**src/rtl/timer_regfile_mc.sv**
```systemverilog
// timer_regfile_mc: APB register file and counter core for the multi-channel timer.
// It holds the control and compare registers and runs the prescaler and the up-counter.
// It also raises a per-channel match status and drives the registered interrupt outputs.
module timer_regfile_mc #(
   parameter int NUM_CH = 4,
   parameter int CNT_W  = 64
) (
   input  logic              clk,
   input  logic              rst_n,
   input  logic              psel,
   input  logic              penable,
   input  logic              pwrite,
   input  logic [11:0]       paddr,
   input  logic [31:0]       pwdata,
   input  logic [3:0]        pstrb,
   output logic [31:0]       prdata,
   output logic              pready,
   output logic              pslverr,
   input  logic              dbg_mode,
   output logic [63:0]       cnt_value,
   output logic              tim_int,
   output logic [NUM_CH-1:0] tim_int_ch
);

   localparam logic [11:0] ADDR_TCR   = 12'h000;
   localparam logic [11:0] ADDR_TDR0  = 12'h004;
   localparam logic [11:0] ADDR_TDR1  = 12'h008;
   localparam logic [11:0] ADDR_TIER  = 12'h00C;
   localparam logic [11:0] ADDR_TISR  = 12'h010;
   localparam logic [11:0] ADDR_THCSR = 12'h014;

   logic              timer_en;
   logic              div_en;
   logic [3:0]        div_val;
   logic              auto_clr;
   logic              halt_req;
   logic              halted;
   logic [CNT_W-1:0]  cnt;
   logic [7:0]        presc;
   logic [NUM_CH-1:0] int_en;
   logic [NUM_CH-1:0] status;
   logic [NUM_CH-1:0] match;
   logic [NUM_CH-1:0] clr_mask;
   logic [31:0]       tcmp_lo [NUM_CH];
   logic [31:0]       tcmp_hi [NUM_CH];
   logic [63:0]       cmp_full;

   logic              wr_acc;
   logic              rd_acc;
   logic [31:0]       tcr_word;
   logic              new_timer_en;
   logic              new_div_en;
   logic [3:0]        new_div_val;
   logic              new_auto_clr;
   logic              tcr_err;
   logic              tcr_we;
   logic [63:0]       cnt_ext;
   logic [63:0]       cnt_load;
   logic              cnt_we;
   logic [8:0]        presc_span;
   logic              presc_last;
   logic              tick;

   // Byte-lane merge: strobed lanes take the new data, the rest keep the old word.
   function automatic logic [31:0] merge_bytes(input logic [31:0] old_word,
                                               input logic [31:0] new_word,
                                               input logic [3:0]  strb);
      logic [31:0] res;
      for (int i = 0; i < 4; i++) begin
         res[8*i +: 8] = strb[i] ? new_word[8*i +: 8] : old_word[8*i +: 8];
      end
      return res;
   endfunction

   assign wr_acc    = psel && penable && pwrite;
   assign rd_acc    = psel && penable && !pwrite;
   assign pready    = 1'b1;
   assign halted    = halt_req && dbg_mode;
   assign cnt_ext   = 64'(cnt);
   assign cnt_value = cnt_ext;
   assign tcr_word  = {15'd0, auto_clr, 4'd0, div_val, 6'd0, div_en, timer_en};

   // TCR write decode: the would-be field values and the reasons to reject the whole write.
   always_comb begin
      new_timer_en = pstrb[0] ? pwdata[0]    : timer_en;
      new_div_en   = pstrb[0] ? pwdata[1]    : div_en;
      new_div_val  = pstrb[1] ? pwdata[11:8] : div_val;
      new_auto_clr = pstrb[2] ? pwdata[16]   : auto_clr;
      tcr_err      = (pstrb[1] && (pwdata[11:8] > 4'd8)) ||
                     (timer_en && ((new_div_en != div_en) || (new_div_val != div_val)));
      tcr_we       = wr_acc && (paddr == ADDR_TCR) && !tcr_err;
      pslverr      = wr_acc && (paddr == ADDR_TCR) && tcr_err;
   end

   // Software load of the counter through TDR0/TDR1, byte by byte.
   always_comb begin
      cnt_load = cnt_ext;
      cnt_we   = 1'b0;
      if (wr_acc && (paddr == ADDR_TDR0)) begin
         cnt_load[31:0] = merge_bytes(cnt_ext[31:0], pwdata, pstrb);
         cnt_we         = 1'b1;
      end else if (wr_acc && (paddr == ADDR_TDR1)) begin
         cnt_load[63:32] = merge_bytes(cnt_ext[63:32], pwdata, pstrb);
         cnt_we          = 1'b1;
      end
   end

   // Tick when the timer runs unhalted, either every cycle or at the end of a prescaler period.
   always_comb begin
      presc_span = 9'd1 << div_val;
      presc_last = ({1'b0, presc} == (presc_span - 9'd1));
      tick       = timer_en && !halted && (!div_en || presc_last);
   end

   // Compare every channel against the counter, truncated to the implemented width.
   always_comb begin
      cmp_full = '0;
      match    = '0;
      for (int k = 0; k < NUM_CH; k++) begin
         cmp_full = {tcmp_hi[k], tcmp_lo[k]};
         match[k] = (cnt == cmp_full[CNT_W-1:0]);
      end
   end

   assign clr_mask = (wr_acc && (paddr == ADDR_TISR) && pstrb[0]) ? pwdata[NUM_CH-1:0] : '0;

   // Read mux: only drives data during a read access phase, unmapped addresses read 0.
   always_comb begin
      prdata = '0;
      if (rd_acc) begin
         case (paddr)
            ADDR_TCR:   prdata = tcr_word;
            ADDR_TDR0:  prdata = cnt_ext[31:0];
            ADDR_TDR1:  prdata = cnt_ext[63:32];
            ADDR_TIER:  prdata = 32'(int_en);
            ADDR_TISR:  prdata = 32'(status);
            ADDR_THCSR: prdata = {30'd0, halted, halt_req};
            default: begin
               for (int k = 0; k < NUM_CH; k++) begin
                  if (paddr == 12'(32 + 8*k)) prdata = tcmp_lo[k];
                  if (paddr == 12'(36 + 8*k)) prdata = tcmp_hi[k];
               end
            end
         endcase
      end
   end

   // Software-visible configuration registers: TCR, TIER, THCSR and the compare values.
   always_ff @(posedge clk or negedge rst_n) begin
      if (!rst_n) begin
         timer_en <= 1'b0;
         div_en   <= 1'b0;
         div_val  <= 4'd1;
         auto_clr <= 1'b0;
         int_en   <= '0;
         halt_req <= 1'b0;
         for (int k = 0; k < NUM_CH; k++) begin
            tcmp_lo[k] <= '1;
            tcmp_hi[k] <= '1;
         end
      end else begin
         if (tcr_we) begin
            timer_en <= new_timer_en;
            div_en   <= new_div_en;
            div_val  <= new_div_val;
            auto_clr <= new_auto_clr;
         end
         if (wr_acc && (paddr == ADDR_TIER) && pstrb[0]) begin
            int_en <= pwdata[NUM_CH-1:0];
         end
         if (wr_acc && (paddr == ADDR_THCSR) && pstrb[0]) begin
            halt_req <= pwdata[0];
         end
         for (int k = 0; k < NUM_CH; k++) begin
            if (wr_acc && (paddr == 12'(32 + 8*k))) begin
               tcmp_lo[k] <= merge_bytes(tcmp_lo[k], pwdata, pstrb);
            end
            if (wr_acc && (paddr == 12'(36 + 8*k))) begin
               tcmp_hi[k] <= merge_bytes(tcmp_hi[k], pwdata, pstrb);
            end
         end
      end
   end

   // Prescaler restarts whenever division is not in effect and wraps at the end of each period.
   always_ff @(posedge clk or negedge rst_n) begin
      if (!rst_n) begin
         presc <= '0;
      end else if (!timer_en || !div_en || halted || presc_last) begin
         presc <= '0;
      end else begin
         presc <= presc + 8'd1;
      end
   end

   // Counter: stopping the timer clears it, a software load beats a tick, auto-clear folds at TCMP0.
   always_ff @(posedge clk or negedge rst_n) begin
      if (!rst_n) begin
         cnt <= '0;
      end else if (tcr_we && timer_en && !new_timer_en) begin
         cnt <= '0;
      end else if (cnt_we) begin
         cnt <= cnt_load[CNT_W-1:0];
      end else if (tick) begin
         cnt <= (auto_clr && match[0]) ? '0 : cnt + CNT_W'(1);
      end
   end

   // Sticky match status; a set in the same cycle as a write-1-to-clear wins.
   always_ff @(posedge clk or negedge rst_n) begin
      if (!rst_n) begin
         status <= '0;
      end else begin
         status <= (status & ~clr_mask) | match;
      end
   end

   // Registered interrupt outputs from the enabled status bits.
   always_ff @(posedge clk or negedge rst_n) begin
      if (!rst_n) begin
         tim_int    <= 1'b0;
         tim_int_ch <= '0;
      end else begin
         tim_int    <= |(status & int_en);
         tim_int_ch <= status & int_en;
      end
   end

endmodule

```
**config.mk**
```make
export PLATFORM = sky130hd
export DESIGN_NAME = timer_regfile_mc
export DESIGN_NICKNAME = d
export VERILOG_FILES = /design/src/rtl/timer_regfile_mc.sv
export SDC_FILE = /design/constraint.sdc
export NUM_CORES = 1
export LEC_CHECK = 0
export CAP_MARGIN = 10
export CORE_MARGIN = 1.5
export CORE_UTILIZATION = 45
export CTS_CLUSTER_DIAMETER = 200
export DETAILED_ROUTE_END_ITERATION = 8
export SETUP_SLACK_MARGIN = 0.5
export SYNTH_ARGS = -nofsm -noshare
export SYNTH_HDL_FRONTEND = slang
export SYNTH_SLANG_ARGS = --single-unit
```
**constraint.sdc**
```tcl
create_clock -name clk -period 8.7 [get_ports clk]
set_input_delay 2.175 -clock clk [delete_from_list [all_inputs] [get_ports clk]]
set_output_delay 2.175 -clock clk [all_outputs]
set_load 0.01 [all_outputs]
```
==> results of run 1 <==
## worst reg2reg max path: stages (launching register included)
cell     delay [ps]
dfrtp_1         770
xor2_1          300
nor4_1          520
nand4_1         160
nor4_1          230
buf_4           220
and2_2          150
buf_4           620
inv_1           700
a31oi_1         360
o31ai_1          90
## layer usage
metal	vias up	routed length (um)
li1	7955	-
met1	9899	40600
met2	1328	42500
met3	291	10100
met4	2	6680
met5	-	9
## metrics by stage
step           util (%)  cell area, um^2  total power (uW)  hold slack, ps
3_5_place_dp       50.5            23600              1790             511
4_1_cts            53.6            25100              3680             524
6_report           53.7            25100              3670             523
3_3_place_gp       50.4            23600              1790             507
5_1_grt            53.6            25100              3760             553
2_1_floorplan         -            21500              1690             465
## state kept, by name, summed over array words and instances (netlist names), 4 cells and up
signal	cells
tcmp_lo	96
tim_int_ch	4
tcmp_hi	96
cnt_value	64
status	4
cmp_full	64
div_val	4
presc	8
int_en	4
## Yosys cell counts, types with 5 or more instances
| library cell | number |
|---|---|
| o21ai_1 | 12 |
| a31oi_1 | 27 |
| nand2b_1 | 8 |
| nor3_1 | 46 |
| dfrtp_1 | 92 |
| buf_2 | 37 |
| nor4_1 | 65 |
| nor3b_1 | 16 |
| a41oi_1 | 6 |
| or2_2 | 5 |
| or4_1 | 7 |
| buf_4 | 5 |
| o31ai_1 | 42 |
| and2_1 | 14 |
| dfstp_2 | 257 |
| nor2_1 | 117 |
| buf_1 | 14 |
| o211ai_1 | 6 |
| clkbuf_1 | 119 |
| or3_1 | 9 |
| nand4_1 | 47 |
| o31a_1 | 8 |
| nand2_1 | 88 |
| mux2_2 | 263 |
| xnor2_1 | 65 |
| a221oi_1 | 37 |
| mux4_2 | 11 |
| o21ai_0 | 99 |
| a22oi_1 | 96 |
| o22ai_1 | 13 |
| a21o_1 | 10 |
| a32oi_1 | 6 |
| nand3_1 | 49 |
| a21oi_1 | 53 |
| xor2_1 | 198 |
| a211oi_1 | 11 |
| a22o_1 | 8 |
| inv_1 | 39 |
| and3_1 | 23 |
## power breakdown
group          internal [uW]  switching [uW]
logic                   34.2             104
clock network           1140             761
registers               1630            1.26
## cell type report
cell class | count | area (um^2)
flip-flops and latches | 349 | 9050
diodes | 2 | 5.00
clock buffers | 66 | 1360
fillers | 4209 | 21700
multi-input cells | 1537 | 11600
clock inverters | 13 | 130
inverters | 39 | 146
repair buffers | 221 | 2060
well taps | 607 | 759
## how the worst max path moves through the flow
stage / startpoint / endpoint / cells after the start / slack [ps]
finish: paddr[7] / prdata[16] / 11 / 610
global route: paddr[7] / prdata[27] / 12 / 500
CTS: paddr[1] / prdata[16] / 11 / 670
detailed placement: paddr[1] / prdata[16] / 11 / 690
global placement: paddr[1] / prdata[16] / 11 / 770
floorplan: paddr[1] / prdata[1] / 10 / 2120
## cells by family (layout without fill, tap and decap cells)
family | count (synthesis) | in the layout | share of synthesized area [%]
AND/OR/NAND/NOR | 524 | 524 | 12.9
AO/OA/AOI/OAI | 467 | 467 | 14.8
flip-flops | 349 | 349 | 42.1
multiplexers | 278 | 278 | 15.1
XOR/XNOR | 263 | 263 | 10.7
buffers and inverters | 216 | 339 | 4.14
adder cells (fa/ha/maj) | 4 | 4 | 0.221
other | 1 | 3 | 0.0174
==> flow_summary.json, run 1 <==
{
  "status": "complete, no violations",
  "hold-path-endpoint": "status[0]",
  "yosys.area.top_type": "dfstp_2",
  "synth-seq-cells": 349,
  "setup_ws_ps": 607,
  "htree_num_levels": 2,
  "nets": 2248,
  "cts_buffer_depth": 3,
  "hold_violations": 0,
  "ant_nets": 0,
  "hold_path_startpoint": "status[0]",
  "use_met3_pct": 8.11,
  "yosysSeqAreaShare_pct": 42.1,
  "synth_flop_cell": "dfstp_2",
  "met1_usage_pct": 54.9,
  "antenna_found_initial": 5,
  "min_period_ps": 8090,
  "power_per_cell_area_nw_per_um2": 146,
  "syn_to_final_growth_pct": 16.9,
  "cellLeakagePower_uw": 0.0102,
  "post-place-ws_ps": 688,
  "syn_nets": 2159,
  "globalRouteOverflowTotal": 0,
  "fp.dieW_um": 222,
  "path_delay_family": "buffers and inverters",
  "crit_required_ps": 6530,
  "post_cts_resized": 0,
  "synth_top_area_share_pct": 31.4,
  "fin_setup_tns_ps": 0,
  "critPathLaunchType": "input port",
  "start_util_pct": 45.9,
  "die-area_um2": 49100,
  "critPathMaxStageDelay_ps": 670,
  "clock_latency_ps": 590,
  "dr.pass1.iters": 9,
  "die-height_um": 222,
  "cts-root-buf": "clkbuf_16",
  "slew_viol_final": 0,
  "reg2reg_to": "cnt_value[41]",
  "grt_usage_pct": 40.2,
  "finalCritPeriodShare_pct": 93.0,
  "hold_path_class": "flip-flop to flip-flop",
  "syn_area_per_cell_um2": 10.2,
  "path_clk_slew_ps": 60,
  "route.detailed.drc": 0,
  "final_cell_count_no_fill": 2834,
  "setup_viol": 0,
  "r2r_slack_ps": 4430,
  "wirelength_mm": 99.9,
  "cp.arrival_ps": 5920,
  "drive_gt1_share_pct": 31.6,
  "worstMarginPinSlew_ps": 1160,
  "fmax_ghz": 0.124,
  "rsz0062_at_grt": "false",
  "critPathBufInv": 3,
  "dp.cells": 2753,
  "critical_path_class": "input port to output port",
  "syn_inst": 2102,
  "maxCapViolCount": 0,
  "finalWeightedCongestion": 1.06,
  "irDropWorstVdd_v": 0.000140,
  "critPathMaxFanout": 21,
  "core_area_um2": 46900,
  "crit_path_top_delay_cell": "clkdlybuf4s50_1",
  "top_level_ports": 157,
  "final_cell_mix": "mux2_2, dfstp_2, xor2_1, clkdlybuf4s50_1, nor2_1",
  "grt_max_degree": 104,
  "grt_pass1_vias": 18500,
  "via_count": 19500,
  "yosysUniqueCellTypes": 75,
  "core.rowCount": 79,
  "grt_pass1_wl_mm": 142,
  "use_met2_pct": 59.0,
  "clock_sinks": 349,
  "synth_edf_count": 0,
  "drtIter0Drc": 2723,
  "cts_hold_buffers": 0,
  "hold-path-cell-count": 1,
  "async_reset_ff_share_pct": 100,
  "final_common_cell": "mux2_2",
  "viasPerCell": 6.87,
  "r2r_cells": 10,
  "crit_chain": "clkdlybuf4s50_1, nor4_1, and2_1, nand3_1, nor3_4, buf_4, a22oi_1, a41oi_1, a211oi_1, a311oi_1, clkdlybuf4s50_1",
  "yosysWarnings": 0,
  "busiest_layer": "met2",
  "end_kind": "output port",
  "numCtsBuffers": 43,
  "synth_area_leaders": "dfstp_2, mux2_2, dfrtp_1",
  "cts_tree": "built",
  "relSlewSlack_pct": 22.5,
  "fin_skew_ps": 20.1,
  "wl_per_cell_um": 35.3,
  "postCtsSetupBuffers": 0,
  "r2r_start": "cnt_value[44]",
  "syn_area_um2": 21500,
  "dpl.hpwl_mm": 74.3,
  "crit_path_frequent_cell": "clkdlybuf4s50_1",
  "port_buffers": 155
}
Power figures use the tool's default switching activity.
==> run 2: changes to the inputs <==
Settings changed: ABC_AREA from default to 1.
==> run 2 against run 1 <==
  * First-iteration DRC count down 5.6%
  * Count of clock-buffer cells in the layout down 6
  * Clock skew grew 3.8 ps
  * Core utilization is 1.6 points lower
  * Via count grew 20%
  * Synthesized cell count is 57% higher
  * Sequential power hardly changed
  * Total power grew 0.92%
==> flow_summary.json, run 2 <==
{
  "status": "complete, no violations",
  "syn_inst": 3309,
  "clock_latency_ps": 590,
  "critPathLaunchType": "input port",
  "critPathMaxFanout": 38,
  "min_period_ps": 7650,
  "setup_viol": 0,
  "grt_pass1_vias": 22100,
  "final_cell_mix": "nand2_1, nor2_1, o21ai_0, dfstp_2, inv_1",
  "ys_top_cells_by_count": "nand2_1, nor2_1, o21ai_0",
  "largestRegisters": "tcmp_hi x96, tcmp_lo x96",
  "yosysWarnings": 0,
  "synth_top_area_share_pct": 29.1,
  "yosysMostFrequentCell": "nand2_1",
  "wirelength_mm": 96.5,
  "drive_gt1_share_pct": 14.5,
  "yosys.area.top_type": "dfstp_2",
  "yosysUniqueCellTypes": 50,
  "post_cts_resized": 0,
  "worstMarginPinSlew_ps": 1140,
  "hold_violations": 0,
  "ant_nets": 0,
  "rsz0062_at_grt": "false",
  "synth_area_leaders": "dfstp_2, nand2_1, dfrtp_1",
  "final_common_cell": "nand2_1",
  "clock_sinks": 349,
  "cellLeakagePower_uw": 0.0109,
  "synth-seq-cells": 349,
  "via_count": 23400,
  "fin_skew_ps": 23.9,
  "route.detailed.drc": 0,
  "top_level_ports": 157,
  "die-area_um2": 52900,
  "relSlewSlack_pct": 23.3,
  "r2r_cells": 6,
  "drtIter0Drc": 2570,
  "postCtsSetupBuffers": 0,
  "finalCritPeriodShare_pct": 87.9,
  "finalWeightedCongestion": 0.998,
  "cts-root-buf": "clkbuf_16",
  "syn_area_um2": 23200,
  "grt_usage_pct": 36.2,
  "critical_path_class": "input port to output port",
  "start_util_pct": 45.4,
  "fp.dieW_um": 230,
  "numCtsBuffers": 44,
  "irDropWorstVdd_v": 0.000136,
  "fin_setup_tns_ps": 0,
  "maxCapViolCount": 0,
  "dr.pass1.iters": 6,
  "power_per_cell_area_nw_per_um2": 139,
  "fmax_ghz": 0.131,
  "crit_chain": "clkdlybuf4s50_1, inv_1, nand2_1, nor2_1, nand2_1, inv_1, nand2_1, nand2_1, nor2_4, buf_4, o31ai_1, a21oi_1, clkdlybuf4s50_1",
  "async_reset_ff_share_pct": 100,
  "htree_num_levels": 2,
  "core_area_um2": 51100,
  "wl_per_cell_um": 23.6,
  "port_buffers": 155,
  "cts_buffer_depth": 3,
  "syn_nets": 3366,
  "num_antenna_cells": 0,
  "nets": 3432,
  "grt_pass1_wl_mm": 143,
  "crit_path_frequent_cell": "nand2_1",
  "cts_hold_buffers": 0,
  "syn_to_final_growth_pct": 14.7,
  "cts_tree": "built",
  "synth_flop_cell": "dfstp_2",
  "crit_required_ps": 6530,
  "hold-path-cell-count": 1,
  "grt_max_degree": 144,
  "core.rowCount": 83,
  "critPathMaxStageDelay_ps": 580,
  "p_total_uw": 3700,
  "path_clk_slew_ps": 60,
  "dpl.hpwl_mm": 71.3,
  "viasPerCell": 5.72,
  "cp.arrival_ps": 5480,
  "slew_viol_final": 0,
  "synth_edf_count": 0,
  "globalRouteOverflowTotal": 0,
  "antenna_found_initial": 0,
  "die-height_um": 230,
  "yosysSeqAreaShare_pct": 39.0,
  "hold_path_class": "flip-flop to flip-flop",
  "crit_path_top_delay_cell": "clkdlybuf4s50_1",
  "end_kind": "output port",
  "syn_area_per_cell_um2": 7.01
}
## run 2: cell types whose count changed in the layout (fill, tap and decap cells not counted), sizes merged, moves of 120 or more
cell / change
nand2: +1005
nand3: +120
mux2: -261
inv: +218
o21ai: +284
nor2: +242
## run 2: path summary, 6_finish.rpt
kind	slack, ps	endpoint	from
max	1050	prdata[2]	paddr[1]
min	490	presc[0]	presc[0]
min in group asynchronous	1600	presc[0]	rst_n
max in group asynchronous	5730	cnt_value[53]	rst_n
min reg2reg	490	presc[0]	presc[0]
max reg2reg	5330	status[2]	cnt_value[40]
## run 2: layer usage
metal  vias up  wire length [um]  part of all wire (%)  global-route usage, %
li1      10800                 -                     -                      -
met1     11300             39600                    41                   47.9
met2      1118             45600                    47                   60.2
met3       184              7560                   7.8                   4.64
met4         0              3750                   3.9                   13.7
met5         -                 0                     0                      0
## run 2: kinds of logic (layout without fill, tap and decap cells)
| logic type | after synthesis | in the layout | share of synthesized area, % |
|---|---|---|---|
| AND/OR/NAND/NOR | 1770 | 1770 | 31.9 |
| AO/OA/AOI/OAI | 557 | 557 | 13.4 |
| other | 1 | 1 | 0.0162 |
| XOR/XNOR | 199 | 199 | 7.51 |
| buffers and inverters | 425 | 527 | 7.72 |
| flip-flops | 349 | 349 | 39.0 |
| multiplexers | 5 | 5 | 0.226 |
| adder cells (fa/ha/maj) | 3 | 3 | 0.162 |
## run 2: power breakdown
part	internal, uW	switching, uW
clock network	1160	779
registers	1630	1.14
logic	31.3	97.4
total	2820	878
## run 2: final cells by class
cell class	instances	area (um^2)
multi-input cells	2535	12400
repair buffers	188	1820
flip-flops and latches	349	9050
fillers	5181	24500
clock buffers	60	1250
well taps	680	851
inverters	257	965
clock inverters	22	249
## run 2: worst max-delay path, delay by kind of cell
kind / cells / cell delay [ps]
and+or+nand+nor: 6 / 1180
AOI/OAI and AO/OA: 2 / 380
buffers and inverters: 5 / 1720
## run 2: stage by stage
stage / cell area, um^2 / utilization (%) / instances / setup WS, ps / hold slack (ps)
6_report: 26600 / 52.1 / 4091 / 1050 / 489
5_1_grt: 26600 / 52.1 / 4091 / 873 / 517
4_1_cts: 26600 / 52.1 / 4091 / 1090 / 497
3_5_place_dp: 25100 / 49.1 / 4009 / 1090 / 489
3_3_place_gp: 25100 / 49.1 / 4009 / 1170 / 476
2_1_floorplan: 23200 / - / 3309 / 2810 / 454
==> run 3: changes to the inputs <==
Settings changed: CELL_PAD_IN_SITES_DETAIL_PLACEMENT from default to 0, CELL_PAD_IN_SITES_GLOBAL_PLACEMENT from default to 1, PLACE_DENSITY_LB_ADDON from default to 0.1.
==> run 3 against run 2 <==
  * Total power down 2.7%
  * Setup slack worse by 160 ps
  * Clock skew shrank 2.1 ps
  * Via count shrank 0.29%
  * Critical path depth is 1 higher
  * Combinational power about the same
  * Final area shrank 0.25%
  * Largest power group unchanged
==> flow_summary.json, run 3 (synthesis gave the netlist of run 2 again) <==
{
  "core_area_um2": 51100,
  "htree_num_levels": 2,
  "path_clk_slew_ps": 50,
  "sequentialPowerShare_pct": 45.3,
  "end_kind": "output port",
  "switching_share_pct": 23.9,
  "core.rowCount": 83,
  "finalCritPeriodShare_pct": 89.7,
  "cts-root-buf": "clkbuf_16",
  "nets": 3432,
  "largestRegisters": "tcmp_hi x96, tcmp_lo x96",
  "post_cts_resized": 0,
  "setup_viol": 0,
  "rsz0062_at_grt": "false",
  "antenna_found_initial": 1,
  "grt_max_degree": 164,
  "fin_setup_tns_ps": 0,
  "critPathLaunchType": "input port",
  "min_period_ps": 7810,
  "worstMarginPinSlew_ps": 1230,
  "drtIter0Drc": 2416,
  "cts_hold_buffers": 0,
  "route.detailed.drc": 0,
  "fp.dieW_um": 230,
  "postCtsSetupBuffers": 0,
  "top_level_ports": 157,
  "dr.pass1.iters": 6,
  "irDropWorstVdd_v": 0.000135,
  "power_per_cell_area_nw_per_um2": 136,
  "slew_viol_final": 0,
  "grt_pass1_vias": 22600,
  "dpl.hpwl_mm": 72.2,
  "maxCapViolCount": 0,
  "wl_per_cell_um": 24.1,
  "drive_gt1_share_pct": 14.4,
  "p_comb_share_pct": 3.6,
  "grt_pass1_wl_mm": 147,
  "grt_usage_pct": 37.0,
  "wirelength_mm": 98.4,
  "hold_violations": 0,
  "port_buffers": 155,
  "critical_path_class": "input port to output port",
  "clock_latency_ps": 590,
  "viasPerCell": 5.70,
  "globalRouteOverflowTotal": 0,
  "fmax_ghz": 0.128,
  "status": "complete, no violations",
  "relSlewSlack_pct": 17.5,
  "p_sw_uw": 862,
  "clock_sinks": 349,
  "p_total_uw": 3600,
  "num_antenna_cells": 0,
  "start_util_pct": 45.4,
  "crit_required_ps": 6530,
  "cts_tree": "built",
  "final_common_cell": "nand2_1",
  "placed_area_um2": 25100,
  "via_count": 23300,
  "cp.arrival_ps": 5630,
  "final_cell_mix": "nand2_1, nor2_1, o21ai_0, dfstp_2, inv_1",
  "numCtsBuffers": 43,
  "stdcell_area_um2": 26500,
  "internal-power_uw": 2740,
  "cts_buffer_depth": 3,
  "finalWeightedCongestion": 1.03,
  "hold_path_class": "flip-flop to flip-flop",
  "syn_to_final_growth_pct": 14.4,
  "die-area_um2": 52900,
  "cellLeakagePower_uw": 0.0109,
  "fin_skew_ps": 21.8,
  "critPathMaxFanout": 17,
  "ant_nets": 0,
  "p_clk_share_pct": 51.1,
  "die-height_um": 230
}
## run 3: cell types whose count changed in the layout (fill, tap and decap cells not counted)
cell and change:
clkbuf_16 -2, nor2_4 +2, buf_4 +1, clkbuf_8 +5, clkinv_2 -5, bufinv_16 -3
inv_6 +1, clkinv_4 -1, clkbuf_1 +3, nor2_2 -2
## run 3: power groups by stage
stage	combinational (uW)	sequential [uW]	clock [uW]
6_report	130	1630	1840
5_1_grt	140	1630	1920
4_1_cts	130	1630	1860
3_5_place_dp	129	1660	0
3_3_place_gp	128	1660	0
2_1_floorplan	33.9	1660	0
## run 3: path summary, 6_finish.rpt
path                               startpoint       endpoint  slack [ps]  cells past startpoint
worst min-delay path              cmp_full[9]    cmp_full[9]         490                      2
min in group asynchronous               rst_n       presc[4]        1560                      1
worst min register to register    cmp_full[9]    cmp_full[9]         490                      2
worst max register to register  cnt_value[40]      status[2]        5390                      6
max in group asynchronous               rst_n  cnt_value[51]        5630                      2
worst max-delay path                 paddr[0]     prdata[24]         890                     14
## run 3: worst max-delay path, stage by stage
cell,delay [ps]
clkdlybuf4s50_1,440
inv_1,70
nand2_1,100
nor2_1,230
nand2_1,210
inv_1,100
nand2_1,340
nand2_1,320
nor2_4,70
inv_2,390
buf_4,330
a21oi_1,70
a31oi_1,200
clkdlybuf4s50_1,570
## run 3: final cells by class
cell class / count / area [um^2]
clock buffer: 66 / 1280
timing repair buffer: 189 / 1820
tap: 680 / 851
multi-input combinational: 2535 / 12400
inverter: 257 / 965
sequential: 349 / 9050
clock inverter: 14 / 134
fill: 5213 / 24600
## run 3: per-layer routing
metal  vias to the layer above  share of wire [%]  wire length, um  GRT usage (%)
li1                      10800                  -                -              -
met1                     11300                 42            41400           49.2
met2                      1033                 46            45100           59.9
met3                       227                7.3             7160           4.86
met4                         2                4.8             4740           17.0
met5                         -              0.013               13              0
## run 3: per-stage QoR
stage | instances | worst slack, ps | utilization (%) | hold WS, ps
final | 4090 | 893 | 51.9 | 493
after global routing | 4090 | 758 | 51.9 | 508
after CTS | 4090 | 923 | 51.9 | 497
after detailed placement | 4010 | 948 | 49.2 | 486
after global placement | 4010 | 1080 | 49.2 | 478
after floorplan | 3309 | 2810 | - | 454
